### src/rtl/vm_pkg.sv
// Shared vending-machine definitions: coin one-hot codes, coin values and the
// coin emit FSM state encoding. Also consumed by the downstream vending FSM.
package vm_pkg;

    localparam logic [2:0] COIN_1 = 3'b001;
    localparam logic [2:0] COIN_2 = 3'b010;
    localparam logic [2:0] COIN_5 = 3'b100;

    localparam logic [7:0] VAL_1 = 8'd1;
    localparam logic [7:0] VAL_2 = 8'd2;
    localparam logic [7:0] VAL_5 = 8'd5;

    typedef enum logic [1:0] {
        IDLE = 2'd0,
        EMIT = 2'd1,
        GAP  = 2'd2
    } emit_state_e;

    function automatic logic [7:0] coin_value(input logic [2:0] coin);
        case (coin)
            COIN_1:  return VAL_1;
            COIN_2:  return VAL_2;
            COIN_5:  return VAL_5;
            default: return 8'd0;
        endcase
    endfunction

endpackage

### src/rtl/coin_acceptor_if.sv
// Sensor-side and vending-side signals of the coin acceptor.
// The optional credit output `total` exists only when COIN_TOTAL_EN is defined.
interface coin_acceptor_if;

    logic [2:0] sense;
    logic [2:0] coin_i;
    logic       reject;
`ifdef COIN_TOTAL_EN
    logic [7:0] total;
`endif

`ifdef COIN_TOTAL_EN
    modport master (output sense, input coin_i, input reject, input total);
    modport slave  (input sense, output coin_i, output reject, output total);
`else
    modport master (output sense, input coin_i, input reject);
    modport slave  (input sense, output coin_i, output reject);
`endif

endinterface

### src/rtl/coin_debounce.sv
// One coin-sensor channel: 2-flop synchroniser, debounce counter and a
// one-cycle event on every debounced rising edge.
module coin_debounce #(
    parameter int DEB_CYCLES = 16
) (
    input  logic clk,
    input  logic rst,
    input  logic sense,
    output logic evt
);

    localparam int CW = $clog2(DEB_CYCLES) + 1;

    logic [1:0]    sync_q, sync_d;
    logic [CW-1:0] cnt_q, cnt_d;
    logic          level_q, level_d;
    logic          evt_q, evt_d;

    // NOTE: every _d signal gets a default first so no path leaves it unassigned (no latches).
    always_comb begin
        sync_d  = {sync_q[0], sense};
        level_d = level_q;
        cnt_d   = '0;
        evt_d   = 1'b0;
        // The flip happens on the DEB_CYCLES-th consecutive differing sample.
        if (sync_q[1] != level_q) begin
            if (cnt_q == CW'(DEB_CYCLES - 1)) begin
                level_d = ~level_q;
                evt_d   = ~level_q;
            end else begin
                cnt_d = cnt_q + CW'(1);
            end
        end
    end

    // NOTE: sequential state uses <= so every flop samples pre-edge values.
    always_ff @(posedge clk or negedge rst) begin
        if (!rst) begin
            sync_q  <= '0;
            cnt_q   <= '0;
            level_q <= 1'b0;
            evt_q   <= 1'b0;
        end else begin
            sync_q  <= sync_d;
            cnt_q   <= cnt_d;
            level_q <= level_d;
            evt_q   <= evt_d;
        end
    end

    assign evt = evt_q;

endmodule

### src/rtl/coin_acceptor.sv
// Coin acceptor: debounces three sensors, arbitrates events, emits spaced
// one-hot coin pulses. Define COIN_TOTAL_EN to add the saturating `total` credit.
module coin_acceptor
    import vm_pkg::*;
#(
    parameter int DEB_CYCLES = 16,
    parameter int GAP_CYCLES = 4
) (
    input logic             clk,
    input logic             rst,
    coin_acceptor_if.slave  bus
);

    localparam int GW = (GAP_CYCLES > 1) ? $clog2(GAP_CYCLES) : 1;

    logic [2:0] evt;
    logic       evt_multi, evt_single;

    for (genvar n = 0; n < 3; n++) begin : g_ch
        coin_debounce #(.DEB_CYCLES(DEB_CYCLES)) u_deb (
            .clk   (clk),
            .rst   (rst),
            .sense (bus.sense[n]),
            .evt   (evt[n])
        );
    end

    assign evt_multi  = (evt & (evt - 3'd1)) != 3'd0;
    assign evt_single = (evt != 3'd0) && !evt_multi;

    emit_state_e state_q, state_d;
    logic [GW-1:0] gap_q, gap_d;
    logic          pend_vld_q, pend_vld_d;
    logic [2:0]    pend_coin_q, pend_coin_d;
    logic [2:0]    coin_i_q, coin_i_d;
    logic          reject_q, reject_d;

    always_comb begin
        state_d     = state_q;
        gap_d       = gap_q;
        pend_vld_d  = pend_vld_q;
        pend_coin_d = pend_coin_q;
        coin_i_d    = 3'b000;
        reject_d    = evt_multi;
        case (state_q)
            IDLE: begin
                if (evt_single) begin
                    state_d  = EMIT;
                    coin_i_d = evt;
                end
            end
            EMIT, GAP: begin
                if (state_q == EMIT || gap_q != '0) begin
                    state_d = GAP;
                    gap_d   = (state_q == EMIT) ? GW'(GAP_CYCLES - 1) : gap_q - GW'(1);
                    if (evt_single) begin
                        if (pend_vld_q) begin
                            reject_d = 1'b1;
                        end else begin
                            pend_vld_d  = 1'b1;
                            pend_coin_d = evt;
                        end
                    end
                end else if (pend_vld_q) begin
                    // Last GAP cycle: the pending coin goes out; a new arrival finds the slot still full.
                    state_d    = EMIT;
                    coin_i_d   = pend_coin_q;
                    pend_vld_d = 1'b0;
                    reject_d   = reject_d | evt_single;
                end else if (evt_single) begin
                    state_d  = EMIT;
                    coin_i_d = evt;
                end else begin
                    state_d = IDLE;
                end
            end
            default: state_d = IDLE;
        endcase
    end

    always_ff @(posedge clk or negedge rst) begin
        if (!rst) begin
            state_q     <= IDLE;
            gap_q       <= '0;
            pend_vld_q  <= 1'b0;
            pend_coin_q <= 3'b000;
            coin_i_q    <= 3'b000;
            reject_q    <= 1'b0;
        end else begin
            state_q     <= state_d;
            gap_q       <= gap_d;
            pend_vld_q  <= pend_vld_d;
            pend_coin_q <= pend_coin_d;
            coin_i_q    <= coin_i_d;
            reject_q    <= reject_d;
        end
    end

    assign bus.coin_i = coin_i_q;
    assign bus.reject = reject_q;

`ifdef COIN_TOTAL_EN
    logic [7:0] total_q, total_d;
    logic [8:0] total_sum;

    // Credit moves on the same edge the coin pulse is registered.
    always_comb begin
        total_sum = {1'b0, total_q} + {1'b0, coin_value(coin_i_d)};
        total_d   = total_sum[8] ? 8'hFF : total_sum[7:0];
    end

    always_ff @(posedge clk or negedge rst) begin
        if (!rst) begin
            total_q <= 8'd0;
        end else begin
            total_q <= total_d;
        end
    end

    assign bus.total = total_q;
`endif

endmodule

### src/flat_wrapper.sv
// flat-port wrapper written by rule: the top's interface ports become plain ports
module coin_acceptor_flat import vm_pkg::*;
#(
    parameter int DEB_CYCLES = 16,
    parameter int GAP_CYCLES = 4
)
  (clk, rst, bus_sense, bus_coin_i, bus_reject);
  coin_acceptor_if bus_i ();
  input logic clk;
  input logic rst;
  input wire logic [$bits(bus_i.sense)-1:0] bus_sense;
  output wire logic [$bits(bus_i.coin_i)-1:0] bus_coin_i;
  output wire logic [$bits(bus_i.reject)-1:0] bus_reject;
  assign bus_i.sense = bus_sense;
  assign bus_coin_i = bus_i.coin_i;
  assign bus_reject = bus_i.reject;
  coin_acceptor #(.DEB_CYCLES(DEB_CYCLES), .GAP_CYCLES(GAP_CYCLES)) u_core (.clk(clk), .rst(rst), .bus(bus_i));
endmodule
### config.mk
export PLATFORM = sky130hd
export DESIGN_NAME = coin_acceptor_flat
export DESIGN_NICKNAME = d
export VERILOG_FILES = /design/src/rtl/vm_pkg.sv /design/src/rtl/coin_acceptor_if.sv /design/src/rtl/coin_debounce.sv /design/src/rtl/coin_acceptor.sv /design/src/flat_wrapper.sv
export SDC_FILE = /design/constraint.sdc
export NUM_CORES = 1
export LEC_CHECK = 0
export BUFFER_PORTS_ARGS = -buffer_cell sky130_fd_sc_hd__buf_2
export CORE_UTILIZATION = 56
export CTS_BUF_LIST = sky130_fd_sc_hd__clkbuf_4
export CTS_CLUSTER_SIZE = 25
export DETAILED_ROUTE_END_ITERATION = 6
export GPL_ROUTABILITY_DRIVEN = 1
export PLACE_DENSITY_LB_ADDON = 0.15
export SYNTH_ARGS = -nofsm -noshare
export SYNTH_HDL_FRONTEND = slang
export SYNTH_SLANG_ARGS = --single-unit
### constraint.sdc
create_clock -name clk -period 1.6 [get_ports clk]
set_clock_uncertainty 0.1 [all_clocks]
set_input_delay 0.4 -clock clk [delete_from_list [all_inputs] [get_ports clk]]
set_output_delay 0.4 -clock clk [all_outputs]
set_load 0.005 [all_outputs]
**Word level (Yosys, flattened, before mapping)**

Cells that the tools add are included.
Widths: inputs -> output; s select.

- Bits in registers: 39
- Bits of input ports: 5
- Output and inout port bits: 4
- Logic and storage cells: 82

- $add $sub $neg: 5
- Equal/unequal tests: 10
- Multiplexer cells: 29
- Bitwise operators: 6
- Reduce and logical (&&, ||, !) cells: 14

Operator list:

| cell | number |
|---|---|
| $mux 5 | 6 |
| $add 5x1->5 const B | 3 |
| $eq 5x4->1 const B | 3 |
| $mux 1 | 14 |
| $reduce_and 2->1 | 5 |
| $mux 3 | 3 |
| $mux 2 | 4 |
| $pmux 3 s2 | 1 |
| $reduce_bool 3->1 | 2 |
| $ne 2x1->1 const B | 2 |
| $not 1->1 | 4 |
| $pmux 2 s2 | 1 |
| $reduce_and 4->1 | 1 |
| $and 3x3->3 | 1 |
| $ne 1x1->1 | 3 |
| $sub 3x1->3 const B | 1 |
| $eq 2x1->1 const B | 1 |
| $eq 2x2->1 const B | 1 |
| $logic_not 2->1 | 1 |
| $reduce_bool 2->1 | 1 |
| $reduce_or 2->1 | 1 |
| $sub 2x1->2 const B | 1 |
| $logic_and 1x1->1 | 1 |
| $logic_not 1->1 | 1 |
| 2 further kinds | 2 |

**Depth between registers and ports, before layout**

- Word-level depth: 9
- Mapped depth: 6
- Depth with buffers taken out: 6

**By module**

A second synthesis with hierarchy kept.

- Cells, all modules: 157
- Area total of the unflattened synthesis: 1766.7 um2

By module, submodules not included:

| module | times used | cells an instance | area an instance (um2) | seq. area each (um2) |
|---|---|---|---|---|
| coin_debounce | 3 | 25 | 335.3 | 225.2 |
| coin_acceptor | 1 | 82 | 760.7 | 300.3 |

**Least setup slack after synthesis**

Ideal clock, no wire load.

- Kind: reg-to-reg
- Start: register u_core.state_q[0]
- End: register u_core.coin_i_q[2] (netlist: u_core.bus.coin_i[2])
- Library setup time: 0.122 ns
- Data arrival time: 1.364 ns
- Data required time: 1.378 ns
- Slack: 0.014 ns
- Cell stages (with the launch flop): 7
- Path buffers: 0
- Clock period less this slack: 1.586 ns
- Path through: dfrtp_1 inv_1 ha_1 nor2b_1 a21oi_1 nor2_1 a32o_1

- Cells in the longest elaborated chain, start to end: 4
- Elaborated cells on any way between the ends: 7
- Classes of those cells: eq/ne: 2; mux: 2; reduce/logical: 3

RTL lines:

| what | line | source |
|---|---|---|
| start: declaration | coin_acceptor.sv:31 | `emit_state_e state_q, state_d;` |
| start signal: assignment | coin_acceptor.sv:90 | `state_q <= state_d;` |
| $eq 2x1->1 | coin_acceptor.sv:45, coin_acceptor.sv:53 |  |
| $logic_or 1x1->1 | coin_acceptor.sv:53 | `if (state_q == EMIT \|\| gap_q != '0) begin` |
| $mux 3 | coin_acceptor.sv:53 |  |
| $pmux 3 s2 * | coin_acceptor.sv:45 | `case (state_q)` |
| net u_core.coin_i_d[2] | coin_acceptor.sv:35 | `logic [2:0] coin_i_q, coin_i_d;` |
| end signal: assignment | coin_acceptor.sv:94 | `coin_i_q <= coin_i_d;` |
| end: declaration | coin_acceptor.sv:35 |  |

Mark *: on every way through the listed nets, which the timed path passes. The rest lies on a longest branch.
A chain may end at the register's enable or synchronous reset.

**Final worst setup path**

- Start: register u_core.state_q[0]
- End: register u_core.coin_i_q[1] (netlist: u_core.bus.coin_i[1])

The elaborated chain is that of the path after synthesis.

==> summary.txt <==
Route
  – First-pass detailed-route iteration total: 6
  – Post-route ant nets: 0
  – Drt wl/cell: 13.43 um
  – First DRT Iteration DRCs: 43
  – Via-to-Cell Ratio: ~5.5
  – Residual DRC: 1
  – Via total after detailed routing: roughly 1,100
  – Final WL: 2767 um

Timing
  – TNS Setup: 0 ns
  – RSZ-0062 raised after global routing: true
  – Minimum clock period: ~1.6 ns
  – Fmax: 0.6374 GHz
  – Slew Viols, Final: 0
  – Worst-Margin Slew: between 0.4 and 0.5 ns
  – Setup violations, final: 0
  – Relative slew slack: 68.90%
  – Period Utilization, post-route: between 90 and 100%
  – Final hold viol count: 0
  – Min Hold Slack: ~0.060 ns

Clocking
  – Clock Sink Count: 39
  – Worst skew pair latency: between 0.3 and 0.4 ns
  – Clk slew on worst S/H paths: 0.11 ns
  – CTS Root Buffer Type: clkbuf_4
  – CTS Buffer Depth: 2
  – CTS Buf Count: 5
  – CTS tree: built
  – H-tree lvl count: 2

Logic synthesis
  – Mapped Nets: between 150 and 200
  – Seq/Total Area, Yosys: a little under three fifths
  – Top cell type's share of synthesized area: a little under three fifths
  – Avg Inst Size Synth: ~11 um^2
  – Post-synth EDFFs: 0
  – Synth warnings: 0
  – Netlist cell types: 31
  – Top area cells in the synthesized netlist: dfrtp_1 (57%), ha_1 (5.1%), nor2_1 (4.6%)
  – Yosys top cell by area: dfrtp_1
  – Register bit count reported by yosys: 39
  – Mapped Cells: 150
  – Synth Flop Type: dfrtp_1
  – Fraction of registers with async set/reset: 100.0%
  – Synthesized cell area: ~0.0017 mm^2

Die
  – Core area: ~0.0028 mm^2
  – IO Pins: 9
  – Die height: about 57 um
  – Die span in x: between 50 and 60 um
  – Initial Util: about three fifths
  – Die area: 0.003295 mm^2
  – Site Rows: 19

Pwr
  – Power Density: 1372 mW/mm^2
  – Pwr Total: 0.002746 W
  – Pleak: about 1.0 nW
  – Worst vdd ir: between 0.7 and 0.8 mV

GRT
  – Global route overflow: 0
  – First-pass GRT wire length: about 4700 um
  – Vias in the first global route: 1,134
  – GRT Resource Usage Total: ~19%
  – Initial antenna violation count: 0
  – Maximum number of pins on one net before global-route repair: 40

Worst hold path
  – Hold depth: 1
  – HP Start: bus_sense[0]
  – Worst min path class: primary input to register
  – Worst hold endpoint: u_core.g_ch[0].u_deb.sync_q[0]

Worst setup path
  – Worst R2R Setup Slack: between 0.03 and 0.04 ns
  – Worst reg-to-reg path cell count: 6
  – Reg2reg end: u_core.bus.coin_i[1]
  – Crit end category: register
  – Max Fanout on Critical Path: 4
  – Worst R2R Start: u_core.state_q[0]
  – Worst Setup Start Kind: register
  – WP data required: between 1.5 and 2 ns
  – Worst Setup Path Type: register to register
  – CP arrival: 1.70 ns

Place
  – DP Cell Count: about 200
  – IO buf count: 8
  – Detailed Place HPWL: approximately 1900 um
  – RePlAce Congestion: just over 0.8

Final layout
  – Nets: between 150 and 200
  – Antenna cells: 0
  – Fillers: between 200 and 250
  – Cell Count, Final, Fillers Out: 206
  – Layout cell share with drive strength beyond 1: between 20 and 30%
  – Layout Area Growth over Synthesis: 16.45%

Outcome
  – Outcome: finished, violations left
  – Failing checks: DRC

Flow run
  – Max cap viols: 0
-- cell usage in the layout, fill, tap and decap left out, types with 2 or more instances in the layout --
cell type and count:
and2_1 3, dfrtp_1 38, o21ai_0 4, nand3_1 6, a21oi_1 7, nor4b_1 3, nand2b_1 3, inv_2 2
nor2b_1 2, a21o_2 2, o21ai_1 3, a31oi_1 2, xor2_1 9, ha_4 2, inv_1 7, nor2b_4 2
and3_1 3, buf_2 8, mux2_2 3, nand2_1 3, clkbuf_4 5, a21oi_2 2, buf_4 11, a32o_1 3
nor2_1 21, ha_1 4
-- kinds of logic (layout without fill, tap and decap cells) --
logic type                 after synthesis  after routing  synth area share, %
buffers and inverters                   12             37                3.566
adders and majority gates                7              7                5.094
muxes                                    5              5                3.420
AOI/OAI and AO/OA                       29             29                11.64
DFF                                     39             39                56.77
and+or+nand+nor                         48             48                13.97
xor gates and xnor gates                10             10                5.532
-- layout make-up --
| class | instances | area (um^2) | share of cell area (%) |
|---|---|---|---|
| Clock inverter | 3 | 38.79 | 1.938 |
| Multi-Input combinational cell | 99 | 743.2 | 37.13 |
| Clock buffer | 5 | 37.54 | 1.875 |
| Inverter | 9 | 33.78 | 1.688 |
| Timing Repair Buffer | 20 | 132.6 | 6.625 |
| Sequential cell | 39 | 977.2 | 48.81 |
| Tap cell | 31 | 38.79 | 1.938 |
-- sequential cells by signal, indices dropped and copies added (netlist names) --
signal and cells:
u_core.state_q 2, u_core.pend_coin_q 3, u_core.gap_q 2, u_core.g_ch.u_deb.cnt_q 15, u_core.bus.reject 1, u_core.g_ch.u_deb.sync_q 6
u_core.bus.coin_i 3, u_core.g_ch.u_deb.evt 3, u_core.g_ch.u_deb.level_q 3, u_core.pend_vld_q 1
-- timing repair --
action | 4_1_cts | 5_1_grt
resized for setup | 5 | 13
hold buffers | 1 | 0
pin swaps | 1 | 3
endpoints found under the setup margin | 7 | 6
buffers inserted | 0 | 2
gates cloned | 0 | 0
endpoints found under the hold margin | 39 | 0
-- synth_stat cells (2+ instances only) --
| cell | n |
|---|---|
| dfrtp_1 | 39 |
| nor2_1 | 21 |
| a21oi_1 | 9 |
| inv_1 | 9 |
| xor2_1 | 9 |
| ha_1 | 7 |
| nand3_1 | 6 |
| o21ai_0 | 6 |
| nor2b_1 | 4 |
| a32o_1 | 3 |
| and2_1 | 3 |
| and3_1 | 3 |
| mux2_2 | 3 |
| nand2_1 | 3 |
| nand2b_1 | 3 |
| nor4b_1 | 3 |
| a21o_2 | 2 |
| a31oi_1 | 2 |
| buf_6 | 2 |
| o31ai_1 | 2 |
-- metal layers --
metal	share of wire, %	routed length [um]	GRT usage (%)
met2	51	1411	31.23
met3	3.6	99	6.122
met4	1.7	47	9.408
met1	44	1208	23.77
met5	0	0	0
-- power breakdown --
part / leakage (nW) / total (W) / internal, W / switching, W
Clock: 0.0426 / 0.000623 / 0.000321 / 0.000302
Combinational: 0.457 / 0.000948 / 0.000489 / 0.000459
Sequential: 0.506 / 0.00118 / 0.00109 / 0.0000853
-- worst max path at each step --
| stage | start | endpoint | slack (ns) | cells past startpoint |
|---|---|---|---|---|
| final | u_core.state_q[0] | u_core.bus.coin_i[1] | 0.03 | 6 |
| after detailed placement | u_core.state_q[0] | u_core.pend_coin_q[2] | -0.08 | 6 |
| after CTS | u_core.state_q[0] | u_core.pend_coin_q[2] | -0.02 | 6 |
| after floorplan | u_core.state_q[0] | u_core.bus.coin_i[2] | 0.01 | 6 |
| after global placement | u_core.state_q[0] | u_core.bus.coin_i[2] | -0.004 | 6 |
| after global routing | u_core.state_q[0] | u_core.pend_coin_q[1] | -0.05 | 6 |
-- metrics by stage --
step	util, %	worst slack, ns	cell area [um^2]
2_1_floorplan	-	0.01423	1719
3_3_place_gp	64.97	-0.003812	1838
3_5_place_dp	64.97	-0.07511	1838
4_1_cts	68.82	-0.01583	1947
5_1_grt	70.77	-0.04617	2002
6_report	70.77	0.03124	2002
-- critical path, cell delays in order, from the launching register on --
cell and delay, ns:
dfrtp_2 0.47, inv_2 0.08, ha_4 0.20, nor2b_4 0.13, a21oi_1 0.14, nor2_1 0.08, a32o_1 0.26
(Power assumes the default switching activity.)
